[src/rtl/program_loader.sv]
// Byte-stream program loader: packs little-endian bytes into 32-bit words,
// writes them to instruction memory, then releases the processor from reset.
//
// state | meaning
// LOAD  | accepting image bytes into the word buffer
// WRITE | one-cycle memory write of the assembled word
// DONE  | image loaded, processor running; waits for reload
// ERR   | truncated or oversized image; exits only on rst
module program_loader #(
    parameter int ADDR_W    = 8,
    parameter int MAX_WORDS = 2 ** ADDR_W
) (
    input  logic              clk,
    input  logic              rst,
    input  logic              in_valid,
    input  logic [7:0]        in_data,
    input  logic              in_last,
    output logic              in_ready,
    input  logic              reload,
    output logic [ADDR_W-1:0] mem_addr,
    output logic [31:0]       mem_data,
    output logic              mem_wren,
    output logic              cpu_rst,
    output logic              cpu_start,
    output logic [ADDR_W:0]   word_count,
    output logic              error
);

    localparam logic [1:0] S_LOAD  = 2'd0;
    localparam logic [1:0] S_WRITE = 2'd1;
    localparam logic [1:0] S_DONE  = 2'd2;
    localparam logic [1:0] S_ERR   = 2'd3;

    localparam logic [ADDR_W:0] MAX_CNT = (ADDR_W+1)'(MAX_WORDS);
    localparam logic [ADDR_W:0] CNT_ONE = (ADDR_W+1)'(1);

    logic [1:0]  state;
    logic [1:0]  byte_idx;
    logic [23:0] word_buf;
    logic        last_seen;

    // word_count doubles as the write index, so it can never wrap past MAX_CNT
    always_ff @(posedge clk or posedge rst) begin
        if (rst) begin
            state      <= S_LOAD;
            byte_idx   <= 2'd0;
            word_buf   <= 24'd0;
            last_seen  <= 1'b0;
            word_count <= '0;
            mem_addr   <= '0;
            mem_data   <= 32'd0;
            mem_wren   <= 1'b0;
            in_ready   <= 1'b0;
            cpu_rst    <= 1'b1;
            cpu_start  <= 1'b0;
            error      <= 1'b0;
        end else begin
            mem_wren <= 1'b0;
            case (state)
                S_LOAD: begin
                    in_ready <= 1'b1;
                    if (in_valid && in_ready) begin
                        if (word_count == MAX_CNT || (in_last && byte_idx != 2'd3)) begin
                            state    <= S_ERR;
                            in_ready <= 1'b0;
                            error    <= 1'b1;
                        end else if (byte_idx == 2'd3) begin
                            state     <= S_WRITE;
                            in_ready  <= 1'b0;
                            mem_wren  <= 1'b1;
                            mem_addr  <= word_count[ADDR_W-1:0];
                            mem_data  <= {in_data, word_buf};
                            last_seen <= in_last;
                        end else begin
                            case (byte_idx)
                                2'd0:    word_buf[7:0]   <= in_data;
                                2'd1:    word_buf[15:8]  <= in_data;
                                default: word_buf[23:16] <= in_data;
                            endcase
                            byte_idx <= byte_idx + 2'd1;
                        end
                    end
                end
                S_WRITE: begin
                    word_count <= word_count + CNT_ONE;
                    byte_idx   <= 2'd0;
                    if (last_seen) begin
                        state     <= S_DONE;
                        cpu_rst   <= 1'b0;
                        cpu_start <= 1'b1;
                    end else begin
                        state    <= S_LOAD;
                        in_ready <= 1'b1;
                    end
                end
                S_DONE: begin
                    if (reload) begin
                        state      <= S_LOAD;
                        word_count <= '0;
                        byte_idx   <= 2'd0;
                        last_seen  <= 1'b0;
                        in_ready   <= 1'b1;
                        cpu_rst    <= 1'b1;
                        cpu_start  <= 1'b0;
                    end
                end
                default: begin
                    in_ready  <= 1'b0;
                    cpu_rst   <= 1'b1;
                    cpu_start <= 1'b0;
                    error     <= 1'b1;
                end
            endcase
        end
    end

endmodule

[config.mk]
export PLATFORM = sky130hd
export DESIGN_NAME = program_loader
export DESIGN_NICKNAME = d
export VERILOG_FILES = /design/src/rtl/program_loader.sv
export SDC_FILE = /design/constraint.sdc
export NUM_CORES = 1
export LEC_CHECK = 0
export BUFFER_PORTS_ARGS = -buffer_cell sky130_fd_sc_hd__buf_2
export CAP_MARGIN = 20
export CELL_PAD_IN_SITES_DETAIL_PLACEMENT = 1
export CELL_PAD_IN_SITES_GLOBAL_PLACEMENT = 1
export CORE_MARGIN = 8
export CORE_UTILIZATION = 40
export CTS_CLUSTER_DIAMETER = 60
export DETAILED_ROUTE_END_ITERATION = 8
export GPL_TIMING_DRIVEN = 0
export PLACE_DENSITY = 0.86
export SLEW_MARGIN = 10
export SYNTH_ARGS = -nofsm -noshare
export SYNTH_HDL_FRONTEND = slang
export SYNTH_SLANG_ARGS = --single-unit
[constraint.sdc]
create_clock -name clk -period 2 [get_ports clk]
set_input_delay 0.1 -clock clk [delete_from_list [all_inputs] [get_ports clk]]
set_output_delay 0.1 -clock clk [all_outputs]
set_load 0.005 [all_outputs]
== After elaboration in Yosys (flattened, before gate mapping) ==
Cells that the tools add are included.

* Memories kept: 0
* Bits in read-only memories: 0
* Bits of input ports: 13
* Logic and storage cells: 91
* Output and inout bits: 54
* Bits in latches: 0
* RAM bits: 0
* Bits in registers: 83

* Add/subtract/negate cells: 2
* Reductions and logical operators: 21
* $lt $le $gt $ge: 0
* Shift operators: 0
* Mux-type cells: 34
* Eq/ne operators: 15
* $mul: 0
* Bitwise gates (word level): 5
* Div/mod/pow operators: 0

{| class="wikitable"
|+ Operators by type and width
! kind !! number
|-
| AND reduction 5 bit || 5
|-
| != test 2 bit, second input constant || 9
|-
| case mux 9 bit (2 select lines) || 1
|-
| two-way mux 1 bit || 17
|-
| two-way mux 2 bit || 8
|-
| case mux 2 bit (3 select lines) || 2
|-
| adder 9 x 1 -> 9 bit, second input constant || 1
|-
| == test 9 bit, second input constant || 1
|-
| two-way mux 9 bit || 1
|-
| case mux 1 bit (3 select lines) || 3
|-
| AND reduction 4 bit || 2
|-
| AND reduction 3 bit || 2
|-
| NOT 1 bit || 5
|-
| == test 2 x 1 -> 1 bit, second input constant || 2
|-
| == test 2 bit, second input constant || 2
|-
| zero test 2 bit || 2
|-
| case mux 1 bit (2 select lines) || 2
|-
| AND reduction 2 bit || 2
|-
| nonzero test 2 bit || 2
|-
| OR reduction 2 bit || 2
|-
| != test 3 bit, second input constant || 1
|-
| nonzero test 3 bit || 1
|-
| adder 2 x 1 -> 2 bit, second input constant || 1
|-
| logical AND 1 bit || 2
|-
| logical OR 1 bit || 1
|}

== Logic depth before layout (Yosys ltp) ==
Gate-level depths: netlist (run 1).

* Word-level depth: 6
* Mapped depth: 8
* Gate-level depth less buffers: 6

== Worst setup path after synthesis (run 1) ==
Ideal clock, no wire load.

* Path type: register -> register
* From: register state[0]
* To: register mem_data[24]
* Arrival: 1.775 ns
* Library setup time: 0.125 ns
* Buffers on the path: 2
* Period minus slack after synthesis: 1.900 ns
* Required time: 1.875 ns
* Setup slack: 0.100 ns
* Stages on the path, launching flop included: 8
* Cell sequence: dfrtp_1 -> inv_1 -> ha_1 -> buf_2 -> nand4_1 -> a41oi_2 -> buf_2 -> mux2_2

* Cells in the longest elaborated chain, start to end: 2

{| class="wikitable"
|+ RTL lines
! element !! line !! text
|-
| from (decl) || 37 || <nowiki>logic [1:0] state;</nowiki>
|-
| from (signal assigned) || 45 || <nowiki>state <= S_LOAD;</nowiki>
|-
| from (signal assigned) || 64 || <nowiki>state <= S_ERR;</nowiki>
|-
| from (signal assigned) || 68 || <nowiki>state <= S_WRITE;</nowiki>
|-
| zero test 2 bit || 59 || <nowiki>case (state)</nowiki>
|-
| AND reduction 4 bit (no line) || n/a ||
|-
| to (signal assigned) || 72 || <nowiki>mem_data <= {in_data, word_buf};</nowiki>
|-
| to (decl) || 21 || <nowiki>output logic [31:0] mem_data,</nowiki>
|}

No other way between the ends.
A chain may end at the register's enable or synchronous reset.

== Worst setup path after layout (run 1) ==
* From: register word_count[2]
* To: register word_buf[22]

* Cells in the longest elaborated chain, start to end: 4

{| class="wikitable"
|+ RTL lines
! element !! line !! text
|-
| from (decl) || 25 || <nowiki>output logic [ADDR_W:0] word_count,</nowiki>
|-
| from (signal assigned) || 85 || <nowiki>word_count <= word_count + CNT_ONE;</nowiki>
|-
| == test 9 bit || 63 || <nowiki>if (word_count == MAX_CNT || (in_last && byte_idx != 2'd3)) begin</nowiki>
|-
| logical OR 1 bit || 63 ||
|-
| NOT 1 bit (no line) || n/a ||
|-
| AND reduction 5 bit (no line) || n/a ||
|-
| to (signal assigned) || 78 || <nowiki>default: word_buf[23:16] <= in_data;</nowiki>
|-
| to (decl) || 39 || <nowiki>logic [23:0] word_buf;</nowiki>
|}

No other way between the ends.

==> flow_summary.yaml, run 1 <==
sta:
  timing.hold.ws_ns: 0.0221
  max_freq_mhz: 526
  setup_viol: 0
  rsz0062_at_grt: "true"
  fin_crit_ns: 1.90
  post-route-period-util_pct: 95.1
  maxSlewViolCount: 0
  slew_headroom_pct: 63.3
  worst_pin_slew_ns: 0.549
  hold_violations: 0
  skew_ns: 0.00790
cts:
  ctsLongestPathBuffers: 2
  clkLatencyLatePin_ns: 0.36
  htree_levels: 3
  cts_root_buffer: "clkbuf_8"
  path_clk_slew_ns: 0.09
  cts_tree: "built"
  cts_buffers: 9
  clkSinkCount: 83
die:
  row_count: 34
  core_um2: 8680
  die_height_um: 110
  dieArea_um2: 12200
  pin_count: 67
  floorplan.initialDensity_pct: 41.0
  dieWidth_um: 110
yosys:
  synth_common_cells: "82 x dfrtp_1, 67 x mux2_2, 13 x nor2_1"
  synth_seq_cells: 83
  yosysMostFrequentCell: "dfrtp_1"
  synth-edff-count: 0
  synth_top_area_share_pct: 57.7
  avgSynthCellArea_um2: 14.0
  syn_area_um2: 3560
  yosysWarnings: 0
  synth_seq_area_share_pct: 58.4
  synth_top_cell_by_area: "dfrtp_1"
  synth-async-reset-ratio_pct: 100
  synth_ff_type: "dfrtp_1"
  synthTopCellsByArea: "dfrtp_1 58%, mux2_2 21%, ha_1 3.5%"
  synthCells: 255
  ys_types: 37
  syn_nets: 278
global_route:
  grt_pass1_wl_um: 14300
  groute.layer.met2.usage_pct: 25.9
  grt.busiest_layer: "met2"
  grt.overflow.total: 0
  grtUsageMet1_pct: 18.3
  grt.total_usage_pct: 15.3
  grt_max_degree: 41
  antenna_found_initial: 0
  grt_pass1_vias: 2662
  gr-usage-met3_pct: 2.85
final_layout:
  syn_to_final_growth_pct: 26.4
  n_antenna_cell: 0
  design_area_um2: 4500
  final_nets: 369
  fill_cells: 887
  drive_gt1_share_pct: 52.1
  finalNonFillerCells: 459
  multi_input_area_um2: 1420
  regArea_um2: 2080
place:
  place.gp.congestion: 0.795
  placedCellCount: 431
  detailed_place_hpwl_um: 5990
  io_buffer_count: 66
  dpl_cell_area_um2: 4080
power_and_ir_drop:
  ir_drop_mv: 0.460
  powerDensity_nw_per_um2: 1330
  leakage_nw: 2.26
  p_total_mw: 5.97
flow_run:
  maxCapViolCount: 0
drt:
  wirelength_um: 8640
  drtIter0Drc: 44
  drc: 0
  ant_nets: 0
  vias: 2356
  first_pass_iters: 4
  post_drt_wl_per_cell_um: 18.8
  viasPerCell: 5.13
critical_path:
  path_buf_inv: 1
  critPathMaxStageDelay_ns: 0.46
  worstPathRequired_ns: 2.24
  endpoint_kind: "flip-flop"
  slowest_stage: "dfrtp_1"
  startpoint_type: "flip-flop"
  path_cells: "nor4_4 -> nand4_2 -> and4_1 -> buf_6 -> mux2_2"
  crit_arrival_ns: 2.14
  worstPathMaxFanout: 8
  crit_family: "simple AND/OR/NAND/NOR gates"
  worstSetupPathType: "reg2reg"
status:
  run_status: "finished, final reports clean"
min_path:
  hold_path_class: "in2reg"
==> layout make-up <==
type,count,share of cell area [%]
Buffer,11,2.89
Multi-Input combinational cell,152,31.5
Clock buffer,10,3.06
Tap cell,108,3.00
Sequential cell,83,46.2
Inverter,9,0.834
Clock inverter,6,1.59
Timing Repair Buffer,80,10.9
==> sequential cells by signal, indices dropped and copies added, names as in the netlist <==
| name | flops |
|---|---|
| byte_idx | 2 |
| cpu_rst | 1 |
| cpu_start | 1 |
| error | 1 |
| in_ready | 1 |
| last_seen | 1 |
| mem_addr | 8 |
| mem_data | 32 |
| mem_wren | 1 |
| state | 2 |
| word_buf | 24 |
| word_count | 9 |
==> placed cells by master, fill, tap and decap left out, types with 2 or more instances in the layout <==
master,netlist,routed
a21o_1,2,2
a21oi_1,4,4
and4_1,3,3
buf_12,0,5
buf_2,5,66
buf_4,0,7
buf_6,3,6
clkbuf_2,1,2
clkbuf_8,0,10
clkinvlp_4,0,3
dfrtp_1,82,81
dlygate4sd3_1,0,3
ha_1,10,8
inv_1,9,6
inv_2,0,2
inv_6,0,2
mux2_2,67,67
mux2i_1,5,4
nand2_1,7,7
nand4_1,3,3
nor2_1,13,13
nor2b_1,4,4
nor3_1,5,4
nor4_1,4,4
o21ai_0,3,3
o21bai_1,2,2
xnor2_1,6,6
==> cell families (layout without fill, tap and decap cells) <==
kind of cell | after synthesis | in the layout | synth area share (%)
and+or+nand+nor | 45 | 45 | 7.10
buffers and inverters | 20 | 116 | 2.95
AOI/OAI and AO/OA | 19 | 19 | 3.94
muxes | 72 | 72 | 22.6
adders and majority gates | 10 | 10 | 3.52
xor gates and xnor gates | 6 | 6 | 1.48
DFF | 83 | 83 | 58.4
==> what timing repair did <==
item	4_1_cts	5_1_grt
endpoints found under the hold margin	26	0
gates resized for setup	16	13
buffers inserted	4	4
hold buffers	3	0
pin swaps	0	2
endpoints found under the setup margin	41	73
cloned	1	0
==> power breakdown <==
part,internal (mW),switching [mW],leakage (nW)
Sequential,2.25,0.378,1.09
Clock,0.622,0.653,0.0995
Combinational,1.12,0.937,1.07
==> routing by layer <==
layer,vias to the layer above,routed length (µm)
met5,-,0
met4,0,131
met3,10,395
met2,37,4530
met1,1219,3580
li1,1090,-
==> metrics by stage <==
stage | setup TNS, ns | setup slack, ns | utilization (%)
2_1_floorplan | 0 | 0.100 | -
3_3_place_gp | -7.29 | -0.213 | 46.4
3_5_place_dp | -10.19 | -0.312 | 47.0
4_1_cts | 0 | 0.00249 | 50.9
5_1_grt | -0.0453 | -0.0210 | 51.8
6_report | 0 | 0.0980 | 51.8
==> worst register-to-register path, stage by stage, from the launching register on <==
cell and delay, ns:
dfrtp_1 0.46, nor4_4 0.39, nand4_2 0.23, and4_1 0.28, buf_6 0.15, mux2_2 0.28
==> worst paths after layout <==
| kind | start | end | slack (ns) | depth (start not counted) |
|---|---|---|---|---|
| max reg2reg | word_count[2] | word_buf[22] | 0.1 | 5 |
| min in group asynchronous | rst | mem_data[14] | 0.34 | 3 |
| min | in_data[4] | word_buf[20] | 0.02 | 2 |
| max in group asynchronous | rst | mem_data[18] | 1.09 | 4 |
| max | word_count[2] | word_buf[22] | 0.1 | 5 |
| min reg2reg | error | error | 0.49 | 1 |
No activity file was read; power rests on OpenSTA's default activity.
==> run 2: changes to the inputs <==
--- a/config.mk
+++ b/config.mk
@@ -15,6 +15,7 @@
 export DETAILED_ROUTE_END_ITERATION = 8
 export GPL_TIMING_DRIVEN = 0
 export PLACE_DENSITY = 0.86
+export REMOVE_ABC_BUFFERS = 1
 export SLEW_MARGIN = 10
 export SYNTH_ARGS = -nofsm -noshare
 export SYNTH_HDL_FRONTEND = slang
==> flow_summary.yaml, run 2 (synthesis results as in run 1) <==
critical_path:
  startpoint_type: "flip-flop"
  path_buf_inv: 3
  worstPathMaxFanout: 15
  cp.depth: 7
  r2r_start: "state[1]"
  worstSetupPathType: "reg2reg"
  path_cells: "inv_2 -> ha_4 -> nand4_1 -> a41oi_4 -> buf_4 -> buf_12 -> mux2_2"
  rr_worst_depth: 7
  endpoint_kind: "flip-flop"
  critPathMaxStageDelay_ns: 0.44
  slowest_stage: "dfrtp_1"
  startpoint: "state[1]"
  crit_arrival_ns: 2.15
  worstPathRequired_ns: 2.24
  crit_family: "flip-flops"
cts:
  clkLatencyLatePin_ns: 0.35
  htree_levels: 3
  cts_root_buffer: "clkbuf_8"
  path_clk_slew_ns: 0.09
  cts_buffers: 9
  cts_tree: "built"
  clkSinkCount: 83
  ctsLongestPathBuffers: 2
drt:
  drc: 0
  post_drt_wl_per_cell_um: 18.4
  drtIter0Drc: 49
  vias: 2299
  ant_nets: 0
  viasPerCell: 5.17
  wirelength_um: 8200
  first_pass_iters: 4
global_route:
  grt.busiest_layer: "met2"
  grt_max_degree: 47
  grt_pass1_wl_um: 13300
  grtUsageMet1_pct: 17.6
  groute.layer.met2.usage_pct: 23.3
  grt.overflow.total: 0
  gr-usage-met3_pct: 2.85
  grt.total_usage_pct: 14.2
  antenna_found_initial: 0
  grt_pass1_vias: 2475
final_layout:
  syn_to_final_growth_pct: 23.8
  final_nets: 355
  final_common_cell: "dfrtp_1"
  drive_gt1_share_pct: 52.2
  mostFrequentLayoutCells: "82 x dfrtp_1, 67 x mux2_2, 66 x buf_2"
  design_area_um2: 4410
  regMostFlops: "mem_data"
  largest_reg_flops: 32
  finalNonFillerCells: 445
  n_antenna_cell: 0
  largestRegisters: "mem_data (32), word_buf (24), word_count (9)"
sta:
  fin_crit_ns: 1.91
  final.setup.tns_ns: 0
  maxSlewViolCount: 0
  slew_headroom_pct: 67.3
  setup_viol: 0
  rsz0062_at_grt: "false"
  post-route-period-util_pct: 95.7
  setup_slack_ns: 0.0854
  hold_violations: 0
  max_freq_mhz: 522
  skew_ns: 0.0122
  worst_pin_slew_ns: 0.490
die:
  row_count: 34
  die_height_um: 110
  dieArea_um2: 12200
  dieWidth_um: 110
  core_um2: 8680
  pin_count: 67
  floorplan.initialDensity_pct: 41.0
place:
  dpl_cell_area_um2: 4030
  io_buffer_count: 66
  placedCellCount: 421
  dp_slack_ns: -0.663
  detailed_place_hpwl_um: 5800
  place.gp.congestion: 0.800
min_path:
  hold_path_class: "in2reg"
  hold_depth: 2
  hold_path.startpoint: "in_data[1]"
power_and_ir_drop:
  powerDensity_nw_per_um2: 1380
  leakage_nw: 2.21
  ir_drop_mv: 0.573
  p_total_mw: 6.07
status:
  run_status: "finished, final reports clean"
flow_run:
  maxCapViolCount: 0
[run 2: cell types whose count changed in the layout (fill, tap and decap cells not counted), sizes merged]
cell and change:
clkinvlp -2, inv +1, clkbuf -2, buf -10
dlygate4sd3 -2, bufinv +1
[run 2: layer usage]
metal,wire (µm),vias up
li1,-,1057
met2,4180,49
met1,3460,1182
met5,0,-
met3,406,11
met4,146,0
[run 2: area by class of cell]
class | count | area (µm²)
multi-input cells | 152 | 1440
clock inverters | 6 | 96.3
flip-flops and latches | 83 | 2080
well taps | 108 | 135
fillers | 910 | 4270
clock buffers | 10 | 138
repair buffers | 77 | 480
inverters | 9 | 36.3
[run 2: where the power goes]
group / internal, mW / switching, mW / total (mW)
Sequential: 2.25 / 0.381 / 2.63
Clock: 0.753 / 0.652 / 1.40
Combinational: 1.10 / 0.939 / 2.03
[run 2: stage by stage]
stage                     utilization (%)  hold WS [ns]
final                                50.8        0.0237
after floorplan                         -         0.252
after detailed placement             46.4         0.175
after global placement               45.5         0.379
after global routing                 50.8       0.00109
after CTS                            49.8       0.00578
[run 2: repair_timing]
item / CTS / global route
setup endpoints to repair: 70 / 69
resized for setup: 8 / 13
pin swaps: 0 / 1
hold endpoints to repair: 36 / 0
setup buffers: 2 / 5
hold buffers: 1 / 0
[run 2: worst register-to-register path: cells and delay by family, from the launching register on]
family	cells	cell delay, ns
DFF	1	0.44
buffers and inverters	3	0.42
muxes	1	0.35
AOI/OAI and AO/OA	1	0.28
adders and majority gates	1	0.17
and+or+nand+nor	1	0.15
[run 2: path summary, 6_finish.rpt]
check                                     to  slack (ns)
worst max-delay path             mem_addr[1]        0.09
worst min-delay path             word_buf[9]        0.02
worst max register to register   mem_addr[1]        0.09
worst min register to register         error        0.49
max in group asynchronous       word_buf[20]        1.06
min in group asynchronous       mem_data[11]        0.33
==> run 3: changes to the inputs <==
--- a/config.mk
+++ b/config.mk
@@ -6,7 +6,6 @@
 export NUM_CORES = 1
 export LEC_CHECK = 0
 export BUFFER_PORTS_ARGS = -buffer_cell sky130_fd_sc_hd__buf_2
-export CAP_MARGIN = 20
 export CELL_PAD_IN_SITES_DETAIL_PLACEMENT = 1
 export CELL_PAD_IN_SITES_GLOBAL_PLACEMENT = 1
 export CORE_MARGIN = 8
==> constraint.sdc (replaced) <==
create_clock -name clk -period 1.71 [get_ports clk]
set_input_delay 0.0855 -clock clk [delete_from_list [all_inputs] [get_ports clk]]
set_output_delay 0.0855 -clock clk [all_outputs]
set_load 0.005 [all_outputs]
==> flow_summary.yaml, run 3 (synthesis results as in run 1) <==
die:
  floorplan.initialDensity_pct: 41.0
  die_height_um: 110
  dieArea_um2: 12200
  pin_count: 67
  core_um2: 8680
  dieWidth_um: 110
  row_count: 34
cts:
  cts_buffers: 9
  clkSinkCount: 83
  htree_levels: 3
  path_clk_slew_ns: 0.09
  cts_tree: "built"
  cts_root_buffer: "clkbuf_8"
  ctsLongestPathBuffers: 2
  clkLatencyLatePin_ns: 0.35
drt:
  first_pass_iters: 3
  drtIter0Drc: 66
  post_drt_wl_per_cell_um: 19.1
  viasPerCell: 5.23
  wirelength_um: 8790
  vias: 2409
  drc: 0
  ant_nets: 0
sta:
  timing.hold.ws_ns: 0.0175
  setup_slack_ns: -0.134
  skew_ns: 0.0128
  fin_crit_ns: 1.84
  final.setup.tns_ns: -3.74
  maxSlewViolCount: 0
  post-route-period-util_pct: 108
  setup_viol: 51
  worst_pin_slew_ns: 0.499
  slew_headroom_pct: 66.7
  rsz0062_at_grt: "true"
  hold_violations: 0
  max_freq_mhz: 542
place:
  placedCellCount: 421
  place.gp.congestion: 0.800
  io_buffer_count: 66
  dp_slack_ns: -0.953
  dpl_cell_area_um2: 4030
  detailed_place_hpwl_um: 5800
final_layout:
  finalNonFillerCells: 461
  n_antenna_cell: 0
  mostFrequentLayoutCells: "77 x dfrtp_1, 66 x buf_2, 59 x mux2_2"
  final_nets: 371
  largestRegisters: "mem_data (32), word_buf (24), word_count (9)"
  design_area_um2: 4680
  regMostFlops: "mem_data"
  drive_gt1_share_pct: 57.2
  largest_reg_flops: 32
  final_common_cell: "dfrtp_1"
  finish.utilization_pct: 54.0
  syn_to_final_growth_pct: 31.6
power_and_ir_drop:
  leakage_nw: 2.31
  power_frac_seq_pct: 41.0
  p_switching_mw: 2.47
  ir_drop_mv: 0.918
  p_comb_share_pct: 37.1
  power.share.clock_pct: 21.9
  swShare_pct: 33.0
  powerDensity_nw_per_um2: 1600
  p_int_mw: 5.03
  p_total_mw: 7.50
min_path:
  hold_path_class: "in2reg"
critical_path:
  crit_arrival_ns: 2.06
  startpoint_type: "flip-flop"
  endpoint_kind: "flip-flop"
  worstPathRequired_ns: 1.93
  worstSetupPathType: "reg2reg"
  worstPathMaxFanout: 6
status:
  run_status: "finished, violations left"
  violations: "setup timing"
flow_run:
  maxCapViolCount: 0
global_route:
  grt_max_degree: 47
  grt.overflow.total: 0
  grt_pass1_vias: 2570
  grt_pass1_wl_um: 13800
  grt.total_usage_pct: 14.8
  antenna_found_initial: 0
[run 3: changes by cell type in the layout (fill, tap and decap cells not counted), sizes merged]
cell         previous run  this run
clkbuf                 10        13
dlygate4sd3             1         3
buf                    76        87
[run 3: cell type report]
cell class                 instances  area (µm²)
inverter                           9        36.3
tap                              108         135
timing repair buffer              93         647
sequential                        83        2080
multi-input combinational        152        1550
clock inverter                     6        96.3
fill                             901        4000
clock buffer                      10         138
[run 3: worst paths after layout]
path / depth (start not counted) / slack [ns] / to / startpoint
min: 2 / 0.02 / mem_data[24] / in_data[0]
max in group asynchronous: 4 / 0.78 / word_buf[21] / rst
min reg2reg: 1 / 0.49 / error / error
min in group asynchronous: 3 / 0.31 / mem_data[11] / rst
max: 7 / -0.13 / in_ready / state[0]
max reg2reg: 7 / -0.13 / in_ready / state[0]
[run 3: power by group through the flow]
stage | Combinational (mW) | Clock, mW | Sequential, mW
floorplan | 1.39 | 0 | 3.04
global placement | 1.99 | 0 | 3.05
detailed placement | 2.16 | 0 | 3.12
CTS | 2.54 | 1.67 | 3.08
global route | 3.05 | 1.76 | 3.16
finish | 2.78 | 1.64 | 3.07
[run 3: what timing repair did]
action	in CTS	in global routing
endpoints found under the hold margin	41	0
endpoints found under the setup margin	81	76
hold buffers	3	0
cloned	0	2
pin swaps	7	4
buffers inserted	13	6
resized for setup	31	18
[run 3: per-layer routing]
layer	up-vias	GRT usage, %	wire [µm]
li1	1093	-	-
met1	1259	18.1	3750
met2	46	24.8	4510
met3	11	2.85	379
met4	0	6.76	153
met5	-	0	0
[run 3: worst max-delay path, stage by stage (launching register included)]
cell and delay (ns):
dfrtp_1 0.40, inv_2 0.10, ha_2 0.28, nor2b_4 0.23
buf_4 0.15, a21o_1 0.15, mux2i_1 0.26, o41ai_1 0.14
